### config.mk
export PLATFORM = sky130hd
export DESIGN_NAME = motor_mix_pipe
export DESIGN_NICKNAME = d
export VERILOG_FILES = /design/src/rtl/motor_mix_pipe.sv
export SDC_FILE = /design/constraint.sdc
export NUM_CORES = 1
export LEC_CHECK = 0
export CORE_ASPECT_RATIO = 1.75
export CORE_UTILIZATION = 42
export CTS_CLUSTER_SIZE = 16
export DETAILED_ROUTE_END_ITERATION = 8
export GPL_TIMING_DRIVEN = 1
export PLACE_DENSITY = 0.77
export REMOVE_ABC_BUFFERS = 1
export SLEW_MARGIN = 10
export SYNTH_ARGS = -nofsm -noshare
export SYNTH_HDL_FRONTEND = slang
export SYNTH_SLANG_ARGS = --single-unit
### constraint.sdc
create_clock -name clk -period 1.47 [get_ports clk]
set_input_delay 0.3675 -clock clk [delete_from_list [all_inputs] [get_ports clk]]
set_output_delay 0.3675 -clock clk [all_outputs]
set_load 0.1 [all_outputs]
### src/rtl/motor_mix_pipe.sv
// Quad-motor mixer: two-stage pipeline (raw sums, then clamped/gated outputs)
// with a valid/ready handshake and an arm-request FSM that forces the motors
// to OUT_MIN until armed.
// Optional feature: define MOTOR_MIX_SLEW_EN to compile a per-motor slew limiter
// on the stage-2 load path. The default build loads the clamped value directly.

module motor_mix_pipe #(
  parameter int unsigned W          = 8,
  parameter int          BASE       = 50,
  parameter int          OUT_MIN    = 0,
  parameter int          OUT_MAX    = 2**W - 1,
  parameter logic [11:0] SIGN_MASK  = 12'h000,
  parameter int unsigned ARM_CYCLES = 4,
  parameter int unsigned SLEW_STEP  = 4
) (
  input  logic         clk,
  input  logic         rst_n,
  input  logic [W-1:0] throttle_offset,
  input  logic [W-1:0] pitch_offset,
  input  logic [W-1:0] roll_offset,
  input  logic [W-1:0] yaw_offset,
  input  logic         in_valid,
  output logic         in_ready,
  input  logic         arm,
  output logic [W-1:0] motor0,
  output logic [W-1:0] motor1,
  output logic [W-1:0] motor2,
  output logic [W-1:0] motor3,
  output logic         out_valid,
  input  logic         out_ready,
  output logic [3:0]   sat_flag,
  output logic [1:0]   arm_state
);

  // Three guard bits cover the sum of a base and four W-bit terms.
  localparam int unsigned SW = W + 3;
  localparam int unsigned CntW = (ARM_CYCLES < 2) ? 1 : $clog2(ARM_CYCLES);

  localparam logic signed [SW-1:0] BaseS   = SW'(BASE);
  localparam logic signed [SW-1:0] OutMinS = SW'(OUT_MIN);
  localparam logic signed [SW-1:0] OutMaxS = SW'(OUT_MAX);
  localparam logic [W-1:0]         OutMinW = W'(OUT_MIN);
  localparam logic [W-1:0]         OutMaxW = W'(OUT_MAX);

  // A zero step would freeze the limited outputs forever.
  if (SLEW_STEP == 0) begin : g_bad_slew_step
    $error("SLEW_STEP must be nonzero");
  end

  typedef enum logic [1:0] {
    StDisarmed = 2'd0,
    StArming   = 2'd1,
    StArmed    = 2'd2
  } arm_state_e;

  // ---------------------------------------------------------------------------
  // Handshake
  // ---------------------------------------------------------------------------
  logic w_advance;

  assign w_advance = !out_valid || out_ready;
  assign in_ready  = w_advance;

  // ---------------------------------------------------------------------------
  // Arm FSM
  // ---------------------------------------------------------------------------
  arm_state_e      r_arm_state, w_arm_state_d;
  logic [CntW-1:0] r_arm_cnt, w_arm_cnt_d;

  // Next-state: count consecutive arm-high cycles, drop to DISARMED on arm low.
  always_comb begin
    w_arm_state_d = r_arm_state;
    w_arm_cnt_d   = r_arm_cnt;
    if (!arm) begin
      w_arm_state_d = StDisarmed;
      w_arm_cnt_d   = '0;
    end else begin
      case (r_arm_state)
        StDisarmed: begin
          // The entry cycle is the first counted arm-high cycle.
          if (ARM_CYCLES <= 1) begin
            w_arm_state_d = StArmed;
            w_arm_cnt_d   = '0;
          end else begin
            w_arm_state_d = StArming;
            w_arm_cnt_d   = CntW'(1);
          end
        end
        StArming: begin
          if (32'(r_arm_cnt) + 32'd1 >= ARM_CYCLES) begin
            w_arm_state_d = StArmed;
            w_arm_cnt_d   = '0;
          end else begin
            w_arm_cnt_d = r_arm_cnt + CntW'(1);
          end
        end
        StArmed: begin
          w_arm_state_d = StArmed;
        end
        default: begin
          w_arm_state_d = StDisarmed;
          w_arm_cnt_d   = '0;
        end
      endcase
    end
  end

  // Arm state and counter registers.
  always_ff @(posedge clk or negedge rst_n) begin
    if (!rst_n) begin
      r_arm_state <= StDisarmed;
      r_arm_cnt   <= '0;
    end else begin
      r_arm_state <= w_arm_state_d;
      r_arm_cnt   <= w_arm_cnt_d;
    end
  end

  assign arm_state = r_arm_state;

  // ---------------------------------------------------------------------------
  // Stage 1: signed mixing sums
  // ---------------------------------------------------------------------------
  logic signed [SW-1:0] w_thr;
  logic signed [SW-1:0] w_axis [3];
  logic signed [SW-1:0] w_raw  [4];

  assign w_thr     = {{3{throttle_offset[W-1]}}, throttle_offset};
  assign w_axis[0] = {{3{pitch_offset[W-1]}}, pitch_offset};
  assign w_axis[1] = {{3{roll_offset[W-1]}}, roll_offset};
  assign w_axis[2] = {{3{yaw_offset[W-1]}}, yaw_offset};

  // Per-motor sum; SIGN_MASK bit 3*m+k selects subtraction of axis k.
  always_comb begin
    for (int m = 0; m < 4; m++) begin
      w_raw[m] = BaseS + w_thr;
      for (int k = 0; k < 3; k++) begin
        if (SIGN_MASK[3*m+k]) begin
          w_raw[m] = w_raw[m] - w_axis[k];
        end else begin
          w_raw[m] = w_raw[m] + w_axis[k];
        end
      end
    end
  end

  logic signed [SW-1:0] r_raw [4];
  logic                 r_s1_valid;

  // Stage-1 register: valid tracks in_valid so bubbles propagate.
  always_ff @(posedge clk or negedge rst_n) begin
    if (!rst_n) begin
      r_s1_valid <= 1'b0;
      for (int m = 0; m < 4; m++) begin
        r_raw[m] <= '0;
      end
    end else if (w_advance) begin
      r_s1_valid <= in_valid;
      if (in_valid) begin
        for (int m = 0; m < 4; m++) begin
          r_raw[m] <= w_raw[m];
        end
      end
    end
  end

  // ---------------------------------------------------------------------------
  // Stage 2: clamp, optional slew limit, arm gating
  // ---------------------------------------------------------------------------
  logic [W-1:0] w_clamp [4];
  logic [3:0]   w_sat;
  logic [W-1:0] w_next  [4];
  logic [W-1:0] r_motor [4];
  logic [3:0]   r_sat;
  logic         r_out_valid;
  logic         w_force;

  // Clamp each raw sum into [OUT_MIN, OUT_MAX] and flag saturation.
  always_comb begin
    for (int m = 0; m < 4; m++) begin
      w_sat[m] = 1'b0;
      if (r_raw[m] > OutMaxS) begin
        w_clamp[m] = OutMaxW;
        w_sat[m]   = 1'b1;
      end else if (r_raw[m] < OutMinS) begin
        w_clamp[m] = OutMinW;
        w_sat[m]   = 1'b1;
      end else begin
        w_clamp[m] = r_raw[m][W-1:0];
      end
    end
  end

`ifdef MOTOR_MIX_SLEW_EN
  localparam logic signed [SW-1:0] SlewStepS = SW'(SLEW_STEP);

  logic signed [SW-1:0] w_cur [4];
  logic signed [SW-1:0] w_tgt [4];
  logic signed [SW-1:0] w_up  [4];
  logic signed [SW-1:0] w_dn  [4];

  // Limit the move from the last loaded value to +/-SLEW_STEP.
  always_comb begin
    for (int m = 0; m < 4; m++) begin
      w_cur[m] = {3'b000, r_motor[m]};
      w_tgt[m] = {3'b000, w_clamp[m]};
      w_up[m]  = w_cur[m] + SlewStepS;
      w_dn[m]  = w_cur[m] - SlewStepS;
      if (w_tgt[m] > w_up[m]) begin
        w_next[m] = w_up[m][W-1:0];
      end else if (w_tgt[m] < w_dn[m]) begin
        w_next[m] = w_dn[m][W-1:0];
      end else begin
        w_next[m] = w_clamp[m];
      end
    end
  end
`else
  // No limiter: load the clamped value as is.
  always_comb begin
    for (int m = 0; m < 4; m++) begin
      w_next[m] = w_clamp[m];
    end
  end
`endif

  // The live arm input is included so a disarm wins over a same-cycle load.
  assign w_force = (r_arm_state != StArmed) || !arm;

  // Stage-2 register: holds while stalled; forced loads bypass the limiter.
  always_ff @(posedge clk or negedge rst_n) begin
    if (!rst_n) begin
      r_out_valid <= 1'b0;
      r_sat       <= 4'b0000;
      for (int m = 0; m < 4; m++) begin
        r_motor[m] <= OutMinW;
      end
    end else if (w_advance) begin
      r_out_valid <= r_s1_valid;
      if (r_s1_valid) begin
        if (w_force) begin
          r_sat <= 4'b0000;
          for (int m = 0; m < 4; m++) begin
            r_motor[m] <= OutMinW;
          end
        end else begin
          r_sat <= w_sat;
          for (int m = 0; m < 4; m++) begin
            r_motor[m] <= w_next[m];
          end
        end
      end
    end
  end

  assign out_valid = r_out_valid;
  assign sat_flag  = r_sat;
  assign motor0    = r_motor[0];
  assign motor1    = r_motor[1];
  assign motor2    = r_motor[2];
  assign motor3    = r_motor[3];

endmodule

==> flow_metrics.env <==
export IMPL_status="complete, but fails checks"
export IMPL_violations="DRC, setup timing"
export IMPL_globalplace_congestion=0.7221
export IMPL_start_util=0.4376
export IMPL_h_tree_depth=1
export IMPL_slew_headroom=0.7416
export IMPL_grt_pass1_wl_mm=9.597
export IMPL_post_route_period_util=2.068
export IMPL_synth_top_area_share=0.2829
export IMPL_p_per_area_nw_per_um2=1681
export IMPL_clock_power_share=0.090
export IMPL_total_power_mw=6.515
export IMPL_grt_ovfl_total=0
export IMPL_fin_cells=378
export IMPL_required_ns=1.63
export IMPL_ctsHoldBuffers=0
export IMPL_place_area_um2=3506
export IMPL_drive_gt1_frac=0.5139
export IMPL_firstDrtPassIters=8
export IMPL_rsz0062_at_grt="yes"
export IMPL_setup_tns_ns=-11.85
export IMPL_ys_async_sr_fraction=1.000
export IMPL_synth_xor_area_share=0.01523
export IMPL_portBuffers=76
export IMPL_clock_sinks=26
export IMPL_drc=7
export IMPL_cts_buffer_depth=2
export IMPL_total_leakage_power_nw=1.800
export IMPL_yosys_area_top_type="dfrtp_1"
export IMPL_cts_buffers=3
export IMPL_post_drt_wl_per_cell_um=15.93
export IMPL_synth_edff_count=0
export IMPL_antenna_found_initial=0
export IMPL_die_area_um2=5787
export IMPL_track_usage=0.2148
export IMPL_synth_compound_area_share=0.1202
export IMPL_antenna_cells=0
export IMPL_pwr_share_seq=0.181
export IMPL_coreArea_um2=5255
export IMPL_synth_fa_ha_area_frac=0.2731
export IMPL_synth_cell_types=40
export IMPL_utilization=0.7376
export IMPL_nets=401
export IMPL_setup_violations=11
export IMPL_swShare=0.4767
export IMPL_viasPerCell=5.204
export IMPL_io_pins=77
export IMPL_syn_area_um2=2300
export IMPL_comb_power_share=0.729
export IMPL_syn_area_per_cell_um2=9.542
export IMPL_intPower_mw=3.410
export IMPL_final_cell_area_um2=3876
export IMPL_fp_row_count=35
export IMPL_clkTransAtPathRegs_ns=0.08
export IMPL_synthCells=241
export IMPL_yosys_top_cells_count="inv_1 (44), buf_4 (27), dfrtp_1 (26), ha_1 (23), nand2_1 (20)"
export IMPL_die_x_um=57.94
export IMPL_fin_skew_ns=0.003106
export IMPL_wl_mm=6.023
export IMPL_arrival_ns=3.20
export IMPL_slew_viol_final=0
export IMPL_synth_area_leaders="dfrtp_1 (28%), fa_1 (15%), ha_1 (13%)"
export IMPL_dp_cells=368
export IMPL_synthSimpleGateAreaFrac=0.1072
export IMPL_grt_pass1_vias=2141
export IMPL_cp_end_kind="register"
export IMPL_seq_area_frac_synth=0.2829
export IMPL_critPathLaunchType="primary input"
export IMPL_rr_worst_depth=6
export IMPL_final_antenna_net_count=0
export IMPL_ir_drop_mv=0.9159
export IMPL_cts_tree="yes"
export IMPL_synth_top_family_by_area="adder cells"
export IMPL_root_buffer="clkbuf_8"
export IMPL_finalHoldViolations=0
export IMPL_num_vias=1967
export IMPL_yosysWarningCount=0
export IMPL_period_minus_slack_ns=3.041
export IMPL_worst_slew_pin_slew_ns=0.3852
export IMPL_synth_most_common_cell="inv_1"
export IMPL_setup_ws_ns=-1.571
export IMPL_crit_type="primary input to register"
export IMPL_clk_latency_ns=0.27
export IMPL_dp_hpwl_mm=4.004
export IMPL_first_iter_violations=70
export IMPL_max_cap_violations=0
export IMPL_ys_flop_type="dfrtp_1"
export IMPL_synth_area_mux_share=0.02829
export IMPL_num_fill_cells=328
export IMPL_power_switching_mw=3.106
export IMPL_grt_max_degree=27
export IMPL_crit_fanout=3
export IMPL_dieHeight_um=99.89
export IMPL_area_growth_pct=68.55
export IMPL_fmax_ghz=0.3289
export IMPL_hold_path_class="primary input to asynchronous set/reset pin"
export IMPL_ys_ff_latch=26
flip-flops by register name (all words and copies together) (netlist names):
signal	count
r_arm_cnt	2
motor0	8
arm_state	2
out_valid	1
sat_flag	1
r_raw	11
r_s1_valid	1
final cells by class:
class	instances	area [um2]	area share
inverters	45	171.4	0.04422
multi-input cells	139	1518	0.3915
flip-flops and latches	26	659.4	0.1701
repair buffers	109	1388	0.3580
clock inverters	1	30.03	0.007747
clock buffers	3	41.29	0.01065
well taps	55	68.82	0.01775
what timing repair did:
| item | in CTS | in global routing |
|---|---|---|
| gates resized for setup | 111 | 28 |
| endpoints found under the hold margin | 0 | 0 |
| endpoints found under the setup margin | 36 | 39 |
| pin swaps | 45 | 19 |
| buffers inserted | 6 | 3 |
cells by family after synthesis:
group | count (synthesis)
fa+ha+maj | 40
flops | 26
simple gates | 51
mux | 6
compound gates | 38
xor+xnor | 4
buf+inv | 76
per-layer routing:
layer	GRT usage	up-vias	part of all wire	routed length (um)
li1	-	912	-	-
met1	0.2102	940	0.33	1958
met2	0.4244	92	0.59	3540
met3	0.01804	23	0.040	243
met4	0.1117	0	0.047	281
met5	0	-	0	0
worst max-delay path, cell delays in order:
cell     delay, ns
buf_6         0.07
inv_2         0.03
fa_1          0.56
inv_2         0.05
fa_1          0.53
ha_4          0.22
ha_4          0.17
fa_2          0.38
a211o_1       0.28
a21oi_2       0.22
buf_4         0.16
a211o_1       0.12
nand3_1       0.06
through the flow:
stage | setup WS, ns | hold slack, ns
2_1_floorplan | -1.776 | 0.07191
4_1_cts | -1.451 | 0.4687
6_report | -1.571 | 0.4572
5_1_grt | -1.632 | 0.4862
3_5_place_dp | -2.352 | 0.4724
3_3_place_gp | -2.235 | 0.4631
layout by cell type (no fill, tap or decap), drive strengths merged, types with 2 or more instances in the layout:
master	n
o31ai	2
nand2	22
mux2	4
o21a	2
dlygate4sd2	8
clkbuf	5
dfrtp	26
a211oi	3
nor3	3
nor2	11
mux2i	2
nand2b	4
xor2	2
nand3	3
a21oi	5
buf	84
clkdlybuf4s50	12
a211o	3
fa	17
clkdlybuf4s15	3
inv	45
o21ai	16
nor2b	3
a21o	2
xnor2	2
ha	23
power groups by stage:
stage          clock [mW]  sequential (mW)  combinational (mW)
4_1_cts             0.596             1.17                4.40
3_3_place_gp            0             1.16                3.73
5_1_grt             0.625             1.22                5.03
6_report            0.588             1.18                4.75
3_5_place_dp            0             1.18                3.83
2_1_floorplan           0             2.21                1.32
path summary, 6_finish.rpt:
kind                       slack [ns]      startpoint      endpoint
hold / removal                   0.46           rst_n  r_arm_cnt[0]
max in group asynchronous        0.74           rst_n     motor0[2]
min in group clk                 0.50        r_raw[4]      r_raw[4]
setup reg to reg                -0.02       out_valid      r_raw[8]
setup / recovery                -1.57  roll_offset[2]     r_raw[10]
hold reg to reg                  0.50        r_raw[4]      r_raw[4]
Note: power is estimated with default switching activity, not from simulation.
